===== config.mk =====
export PLATFORM = sky130hd
export DESIGN_NAME = bp_dram_dma_arbiter
export DESIGN_NICKNAME = d
export VERILOG_FILES = /design/src/rtl/bp_dram_dma_arbiter.sv
export SDC_FILE = /design/constraint.sdc
export NUM_CORES = 1
export LEC_CHECK = 0
export ABC_AREA = 1
export BUFFER_PORTS_ARGS = -buffer_cell sky130_fd_sc_hd__buf_2
export CORE_AREA = 4 4 197 199
export CTS_CLUSTER_DIAMETER = 50
export CTS_CLUSTER_SIZE = 8
export DETAILED_ROUTE_END_ITERATION = 12
export DIE_AREA = 0 0 201 203
export RECOVER_POWER = 50
export SYNTH_ARGS = -nofsm -noshare
export SYNTH_HDL_FRONTEND = slang
export SYNTH_SLANG_ARGS = --single-unit

===== constraint.sdc =====
create_clock -name clk_i -period 1.6 [get_ports clk_i]
set_input_delay 0.08 -clock clk_i [delete_from_list [all_inputs] [get_ports clk_i]]
set_output_delay 0.08 -clock clk_i [all_outputs]
set_load 0.02 [all_outputs]

===== src/rtl/bp_dram_dma_arbiter.sv =====
// bp_dram_dma_arbiter: round-robin share of one bsg_cache DMA port, one transaction in flight, gated by DRAM calibration
//   upstream   : req_dma_pkt_* (packet in), req_dma_data_*_o (read data out), req_dma_data_*_i (write data in)
//   downstream : dram_dma_pkt_* (packet out), dram_dma_data_*_i (read data in), dram_dma_data_*_o (write data out)
//   status     : busy_o is high whenever a transaction owns the port
module bp_dram_dma_arbiter #(
    parameter int num_req_p       = 2,
    parameter int dma_pkt_width_p = 33,
    parameter int data_width_p    = 64,
    parameter int beats_p         = 8
) (
    input  logic                                 clk_i,
    input  logic                                 reset_i,
    input  logic                                 init_calib_complete_i,
    input  logic [num_req_p*dma_pkt_width_p-1:0] req_dma_pkt_i,
    input  logic [num_req_p-1:0]                 req_dma_pkt_v_i,
    output logic [num_req_p-1:0]                 req_dma_pkt_yumi_o,
    output logic [num_req_p*data_width_p-1:0]    req_dma_data_o,
    output logic [num_req_p-1:0]                 req_dma_data_v_o,
    input  logic [num_req_p-1:0]                 req_dma_data_ready_and_i,
    input  logic [num_req_p*data_width_p-1:0]    req_dma_data_i,
    input  logic [num_req_p-1:0]                 req_dma_data_v_i,
    output logic [num_req_p-1:0]                 req_dma_data_yumi_o,
    output logic [dma_pkt_width_p-1:0]           dram_dma_pkt_o,
    output logic                                 dram_dma_pkt_v_o,
    input  logic                                 dram_dma_pkt_yumi_i,
    input  logic [data_width_p-1:0]              dram_dma_data_i,
    input  logic                                 dram_dma_data_v_i,
    output logic                                 dram_dma_data_ready_and_o,
    output logic [data_width_p-1:0]              dram_dma_data_o,
    output logic                                 dram_dma_data_v_o,
    input  logic                                 dram_dma_data_yumi_i,
    output logic                                 busy_o
);
    localparam int iw_lp = (num_req_p > 1) ? $clog2(num_req_p) : 1;
    localparam int sw_lp = iw_lp + 1;
    localparam int cw_lp = $clog2(beats_p + 1);
    localparam logic [iw_lp-1:0] last_req_lp  = iw_lp'(num_req_p - 1);
    localparam logic [sw_lp-1:0] nreq_lp      = sw_lp'(num_req_p);
    localparam logic [cw_lp-1:0] last_beat_lp = cw_lp'(beats_p - 1);
    typedef enum logic [1:0] {IDLE, PKT, WDATA, RDATA} state_e;
    state_e                     state_q, state_d;
    logic [iw_lp-1:0]           gnt_q, gnt_d, rr_q, rr_d, pick, cand, rr_next;
    logic [sw_lp-1:0]           sum;
    logic [cw_lp-1:0]           beat_q, beat_d;
    logic                       found, live, w_hs, r_hs, last;
    logic [dma_pkt_width_p-1:0] gnt_pkt;
    // first valid requester at or after rr_q, searching upward with wrap
    always_comb begin
        pick  = rr_q;
        found = 1'b0;
        sum   = '0;
        cand  = '0;
        for (int i = 0; i < num_req_p; i++) begin
            sum  = {1'b0, rr_q} + sw_lp'(i);
            cand = (sum >= nreq_lp) ? iw_lp'(sum - nreq_lp) : iw_lp'(sum);
            if (!found && req_dma_pkt_v_i[cand]) begin
                pick  = cand;
                found = 1'b1;
            end
        end
    end
    assign gnt_pkt         = req_dma_pkt_i[gnt_q*dma_pkt_width_p +: dma_pkt_width_p];
    assign dram_dma_pkt_o  = gnt_pkt;
    assign dram_dma_data_o = req_dma_data_i[gnt_q*data_width_p +: data_width_p];
    assign req_dma_data_o  = {num_req_p{dram_dma_data_i}};
    assign rr_next         = (gnt_q == last_req_lp) ? '0 : gnt_q + 1'b1;
    assign last            = beat_q == last_beat_lp;
    // every handshake is suppressed while reset is held so an abandoned transaction leaks nothing
    assign live            = !reset_i;
    assign busy_o          = live && state_q != IDLE;
    assign w_hs            = live && state_q == WDATA && dram_dma_data_yumi_i;
    assign r_hs            = dram_dma_data_ready_and_o && dram_dma_data_v_i;
    always_comb begin
        req_dma_pkt_yumi_o             = '0;
        req_dma_data_v_o               = '0;
        req_dma_data_yumi_o            = '0;
        dram_dma_pkt_v_o               = live && state_q == PKT;
        dram_dma_data_v_o              = live && state_q == WDATA && req_dma_data_v_i[gnt_q];
        dram_dma_data_ready_and_o      = live && state_q == RDATA && req_dma_data_ready_and_i[gnt_q];
        req_dma_pkt_yumi_o[gnt_q]      = dram_dma_pkt_v_o && dram_dma_pkt_yumi_i;
        req_dma_data_yumi_o[gnt_q]     = w_hs;
        req_dma_data_v_o[gnt_q]        = live && state_q == RDATA && dram_dma_data_v_i;
    end
    always_comb begin
        state_d = state_q;
        gnt_d   = gnt_q;
        rr_d    = rr_q;
        beat_d  = beat_q;
        case (state_q)
            IDLE: if (init_calib_complete_i && found) begin
                gnt_d   = pick;
                state_d = PKT;
            end
            PKT: if (dram_dma_pkt_yumi_i) begin
                state_d = gnt_pkt[dma_pkt_width_p-1] ? WDATA : RDATA;
                beat_d  = '0;
            end
            default: if (w_hs || r_hs) begin
                beat_d = beat_q + 1'b1;
                if (last) begin
                    state_d = IDLE;
                    rr_d    = rr_next;
                end
            end
        endcase
    end
    always_ff @(posedge clk_i) begin
        if (reset_i) begin
            state_q <= IDLE;
            gnt_q   <= '0;
            rr_q    <= '0;
            beat_q  <= '0;
        end else begin
            state_q <= state_d;
            gnt_q   <= gnt_d;
            rr_q    <= rr_d;
            beat_q  <= beat_d;
        end
    end
    // a granted requester must keep its packet valid until the controller takes it
    assert property (@(posedge clk_i) disable iff (reset_i) (state_q == PKT) |-> req_dma_pkt_v_i[gnt_q]);
endmodule


==> results of run 1 <==
## cell usage in the layout, fill, tap and decap left out, drive strengths merged
cell type / count
buf: 316
inv: 12
a21oi: 8
clkbuf: 5
ha: 1
or2: 1
nor2: 13
nand3: 10
nand2: 320
and2: 1
dfxtp: 8
o21ai: 4
nand4: 1
o2111ai: 1
## cell families (layout without fill, tap and decap cells)
kind of cell    count (synthesis)  after routing  synth area share [%]
simple gates                  346            346                  49.6
buf+inv                       164            333                  41.6
compound gates                 13             13                  2.52
flops                           8              8                  5.86
fa+ha+maj                       1              1                 0.458
## power by group
part / total [uW] / switching [uW] / internal, uW / leakage (uW)
sequential: 255 / 31.8 / 223 / 0.0000656
combinational: 1750 / 1120 / 631 / 0.00233
clock: 438 / 106 / 333 / 0.0000382
total: 2440 / 1260 / 1190 / 0.00243
## worst reg2reg max path, stage by stage, from the launching register on
cell,delay [ns]
dfxtp_4,0.46
inv_6,0.12
nand2_1,0.07
nand2_1,0.07
nand3_2,0.07
nand2_2,0.09
inv_2,0.10
nand2_4,0.06
a21oi_1,0.13
nor2_1,0.05
## final cells by class
class                      count  area [um2]
sequential                     8         164
inverter                      12        50.0
tap                          474         593
fill                        4428       33200
timing repair buffer         317        1670
clock buffer                   4        78.8
multi-input combinational    360        1440
## routing by layer
| layer | part of all wire (%) | vias to the layer above | wire (um) | track usage, % |
|---|---|---|---|---|
| met2 | 47 | 246 | 6820 | 9.73 |
| met4 | 4.5 | 0 | 654 | 2.85 |
| met5 | 0 | - | 0 | 0 |
| met1 | 34 | 1454 | 4980 | 6.20 |
| met3 | 14 | 42 | 2020 | 3.21 |
| li1 | - | 1800 | - | - |
## final timing paths
kind | start | to | slack, ns | depth (start not counted)
setup / recovery | gnt_q | dram_dma_pkt_o[8] | 0.09 | 4
hold / removal | init_calib_complete_i | gnt_q | 0.12 | 3
setup reg to reg | gnt_q | beat_q[2] | 0.27 | 9
hold reg to reg | beat_q[3] | beat_q[3] | 0.49 | 2
## metrics by stage
stage          cells  hold slack (ns)
2_1_floorplan    532            0.226
3_3_place_gp    1170            0.160
3_5_place_dp    1170            0.160
4_1_cts         1174            0.120
5_1_grt         1175            0.151
6_report        1175            0.121
## state kept, by name, indices dropped and copies added (netlist names)
name / flops
state_q: 2
gnt_q: 1
beat_q: 4
rr_q: 1
==> flow_summary.toml, run 1 <==
[status]
status = "complete, no violations"

[timing]
fmax_mhz = 661
worst_slew_pin_slew_ns = 0.284
finalMaxSlewViolations = 0
post-route-min-period_ns = 1.51
slew-limit-headroom_pct = 81.1
rsz0062_at_grt = "no"
tns_ns = 0
finalClockSkew_ns = 0.00285
period_share_pct = 94.5
finalHoldViolCount = 0
setup_slack_ns = 0.0878
setup_violations = 0

[routing]
drt_iter0_drc = 309
drc_errors = 0
first_pass_iters = 4
vias = 3542
avgRoutedWirePerCell_um = 12.3
routed_wirelength_um = 14500
viasPerCell = 3.01
ant_nets = 0

[clock_tree]
cts_inserted_buffers = 3
hold_buffers = 0
clockBufferDepth = 2
path_clk_slew_ns = 0.04
cts_resized = 0
h-tree-depth = 1
cts_root_buffer = "clkbuf_16"
cts_tree = "built"
cts.sinks = 8
insertion_delay_ns = 0.24
cts_setup_buffers = 0

[placement]
dp_hpwl_um = 11900
port_buffers = 312
gp_congestion = 0.748
post_dp_cell_area_mm2 = 0.00388
dp_slack_ns = 0.280

[floorplan]
rows = 71
dieArea_mm2 = 0.0408
die_h_um = 203
dieWidth_um = 201
start_util_pct = 7.34
ioPinCount = 505
core_area_mm2 = 0.0372

[critical_path]
path_cells = "buf_12 > nand2_1 > nand2_1 > buf_2"
end_kind = "primary output"
cp_max_fo = 55
crit_family = "flip-flops"
crit_required_ns = 1.52
crit_buf_inv = 2
critical_path_arrival_ns = 1.43
criticalPathCategory = "flop to primary output"
crit_path_max_incr_delay_ns = 0.46
path_common_cell = "nand2_1"
start_kind = "flop"
critical-path-slowest-cell = "dfxtp_4"

[pwr]
power_uw = 2440
max-vdd-ir-drop_v = 0.000881
p_leak_uw = 0.00243
cellPowerDensity_mw_per_mm2 = 611

[synthesis]
synth-seq-area-share_pct = 5.86
yosysMostFrequentCell = "nand2_1"
ys_top_cells_by_area = "nand2_1 (44%), buf_4 (35%), dfxtp_1 (5.9%)"
synth.distinct_cells = 22
synth_common_cells = "nand2_1 (318), buf_4 (128), buf_2 (20)"
yosys_warnings = 0
ys_seq_elements = 8
synth_top_area_share_pct = 43.7
synth_edf_count = 0
syn_area_mm2 = 0.00273
syn-num-nets = 803
synthArstFlopShare_pct = 0
avgSynthCellArea_um2 = 5.13
syn-instance-count = 532
synthFlopType = "dfxtp_1"
synth_top_area_cell = "nand2_1"

[cells_and_area]
drive_above_1_share_pct = 47.4
final_util_pct = 10.7
area_delta_synth_final_pct = 46.4
diodes = 0
fin_area_mm2 = 0.00400
fin_nets = 973

[global_route]
grt_pass1_vias = 3145
grt_pass1_wl_um = 18800
grt_usage_pct = 5.92
overflow = 0
grt_start_max_net_pins = 63
antenna_found_initial = 0

[run]
cap_violations = 0

[min_path]
hold_path.class = "input port to flop"
Note: power is estimated with default switching activity, not from simulation.
==> inputs of run 2 (changes only) <==
CELL_PAD_IN_SITES_DETAIL_PLACEMENT = 1   (was unset)
CELL_PAD_IN_SITES_GLOBAL_PLACEMENT = 2   (was unset)
CORE_AREA = 2 2 195 197   (was 4 4 197 199)
DIE_AREA = 0 0 197 199   (was 0 0 201 203)
PLACE_DENSITY_LB_ADDON = 0.1   (was unset)
==> run 2 against run 1 <==
- cell count is essentially flat
- combinational power about the same
- sequential power down 3%
- hold slack gained 0.036 ns
- sequential share of layout area about the same
- fmax increased by 2.9%
- worst setup slack improved by 0.043 ns
- sequential cell count unchanged
- critical path depth increased by 1
- via count increased by 3.4%
- global-route usage is 1.7 points higher
- non-clock buffer count grew 1
- highest routed layer is now met5
==> flow_summary.toml, run 2 (synthesized netlist as in run 1, its figures left out) <==
[timing]
finalMaxSlewViolations = 0
slew-limit-headroom_pct = 77.9
rsz0062_at_grt = "no"
setup_violations = 0
fmax_mhz = 681
period_share_pct = 91.8
tns_ns = 0
finalHoldViolCount = 0
post-route-min-period_ns = 1.47
worst_slew_pin_slew_ns = 0.331
finalClockSkew_ns = 0.00277

[pwr]
power.share.clock_pct = 17.9
p_sw_uw = 1290
swShare_pct = 52.3
seqPwrFrac_pct = 10.1
p_leak_uw = 0.00242
p_int_uw = 1170
pwr-share-comb_pct = 72.0
cellPowerDensity_mw_per_mm2 = 621
max-vdd-ir-drop_v = 0.000230

[routing]
avgRoutedWirePerCell_um = 14.0
viasPerCell = 3.11
ant_nets = 0
routed_wirelength_um = 16400
first_pass_iters = 4
drt_iter0_drc = 87
drc_errors = 0
vias = 3661

[clock_tree]
cts_inserted_buffers = 3
hold_buffers = 0
cts_setup_buffers = 0
cts.sinks = 8
cts_resized = 0
clockBufferDepth = 2
cts_tree = "built"
path_clk_slew_ns = 0.04
cts_root_buffer = "clkbuf_16"
insertion_delay_ns = 0.23
h-tree-depth = 1

[global_route]
grt_usage_pct = 7.66
grt_pass1_wl_um = 23000
overflow = 0
grt_start_max_net_pins = 54
grt_pass1_vias = 3942
antenna_found_initial = 2

[critical_path]
worstReg2RegStart = "gnt_q"
criticalPathCategory = "flop to primary output"
worstRegToRegCells = 9
crit_required_ns = 1.52
start_kind = "flop"
cp_max_fo = 53
regToRegSetupSlack_ns = 0.29
timing.rr.end = "beat_q[2]"
critical_path_arrival_ns = 1.39
end_kind = "primary output"

[cells_and_area]
area_delta_synth_final_pct = 45.3
largestRegisters = "beat_q (4), state_q (2)"
layout_commonest_cell = "nand2_1"
regMostFlops = "beat_q"
drive_above_1_share_pct = 47.4
stdcell_count = 1176
diodes = 0
largest_reg_flops = 4
fin_nets = 974
layout_common_cells = "nand2_1 (318), buf_2 (312), nor2_1 (10)"

[placement]
dp_hpwl_um = 14100
dp.cells = 1172
port_buffers = 312
gp_congestion = 0.763

[min_path]
min_to = "state_q[1]"
hold_path.class = "input port to flop"
hp-start = "dram_dma_pkt_yumi_i"
whs_path_depth = 3

[run]
cap_violations = 0

[floorplan]
ioPinCount = 505
dieWidth_um = 197
dieArea_mm2 = 0.0392
rows = 71
die_h_um = 199
start_util_pct = 7.36
core_area_mm2 = 0.0371

[status]
status = "complete, no violations"
run 2: power by group through the flow:
stage               sequential (uW)  combinational, uW  clock, uW
floorplan                       241               1490          0
global placement                250               1830          0
detailed placement              250               1830          0
CTS                             248               1830        451
global route                    252               2000        463
finish                          248               1770        442
run 2: worst max-delay path, stage by stage, from the launching register on:
cell      delay, ns
dfxtp_4        0.36
clkinv_2       0.12
buf_12         0.24
nand2_1        0.09
nand2_1        0.11
buf_2          0.18
run 2: stage by stage:
stage	hold slack [ns]	instance area, um2	util [%]	setup WS [ns]	power, uW
floorplan	0.226	2730	-	0.232	1730
global placement	0.160	3880	10.5	0.305	2080
detailed placement	0.160	3880	10.5	0.276	2080
CTS	0.160	3960	10.7	0.0654	2530
global route	0.160	3970	10.7	0.0119	2710
finish	0.156	3970	10.7	0.131	2460
run 2: worst max-delay path by stage:
stage	from	end	slack [ns]	depth (start not counted)
floorplan	state_q[1]	req_dma_pkt_yumi_o[0]	0.23	5
global placement	beat_q[0]	state_q[0]	0.31	9
detailed placement	gnt_q	beat_q[2]	0.28	9
CTS	gnt_q	dram_dma_pkt_o[13]	0.07	5
global route	gnt_q	dram_dma_pkt_o[13]	0.01	5
finish	gnt_q	dram_dma_data_o[39]	0.13	5
run 2: final cells by class:
cell class                 instances  area, um2
timing repair buffer             318       1650
tap                              474        593
sequential                         8        164
inverter                          12       46.3
fill                            4695      33200
multi-input combinational        360       1440
clock buffer                       4       78.8
run 2: per-layer routing:
metal,global-route usage (%),share of wire (%),vias to the layer above,wire length (um)
met1,7.28,34,1590,5500
met4,1.75,1.9,2,315
li1,-,-,1803,-
met3,3.75,12,25,2040
met5,0,0.067,-,11
met2,14.7,52,241,8530
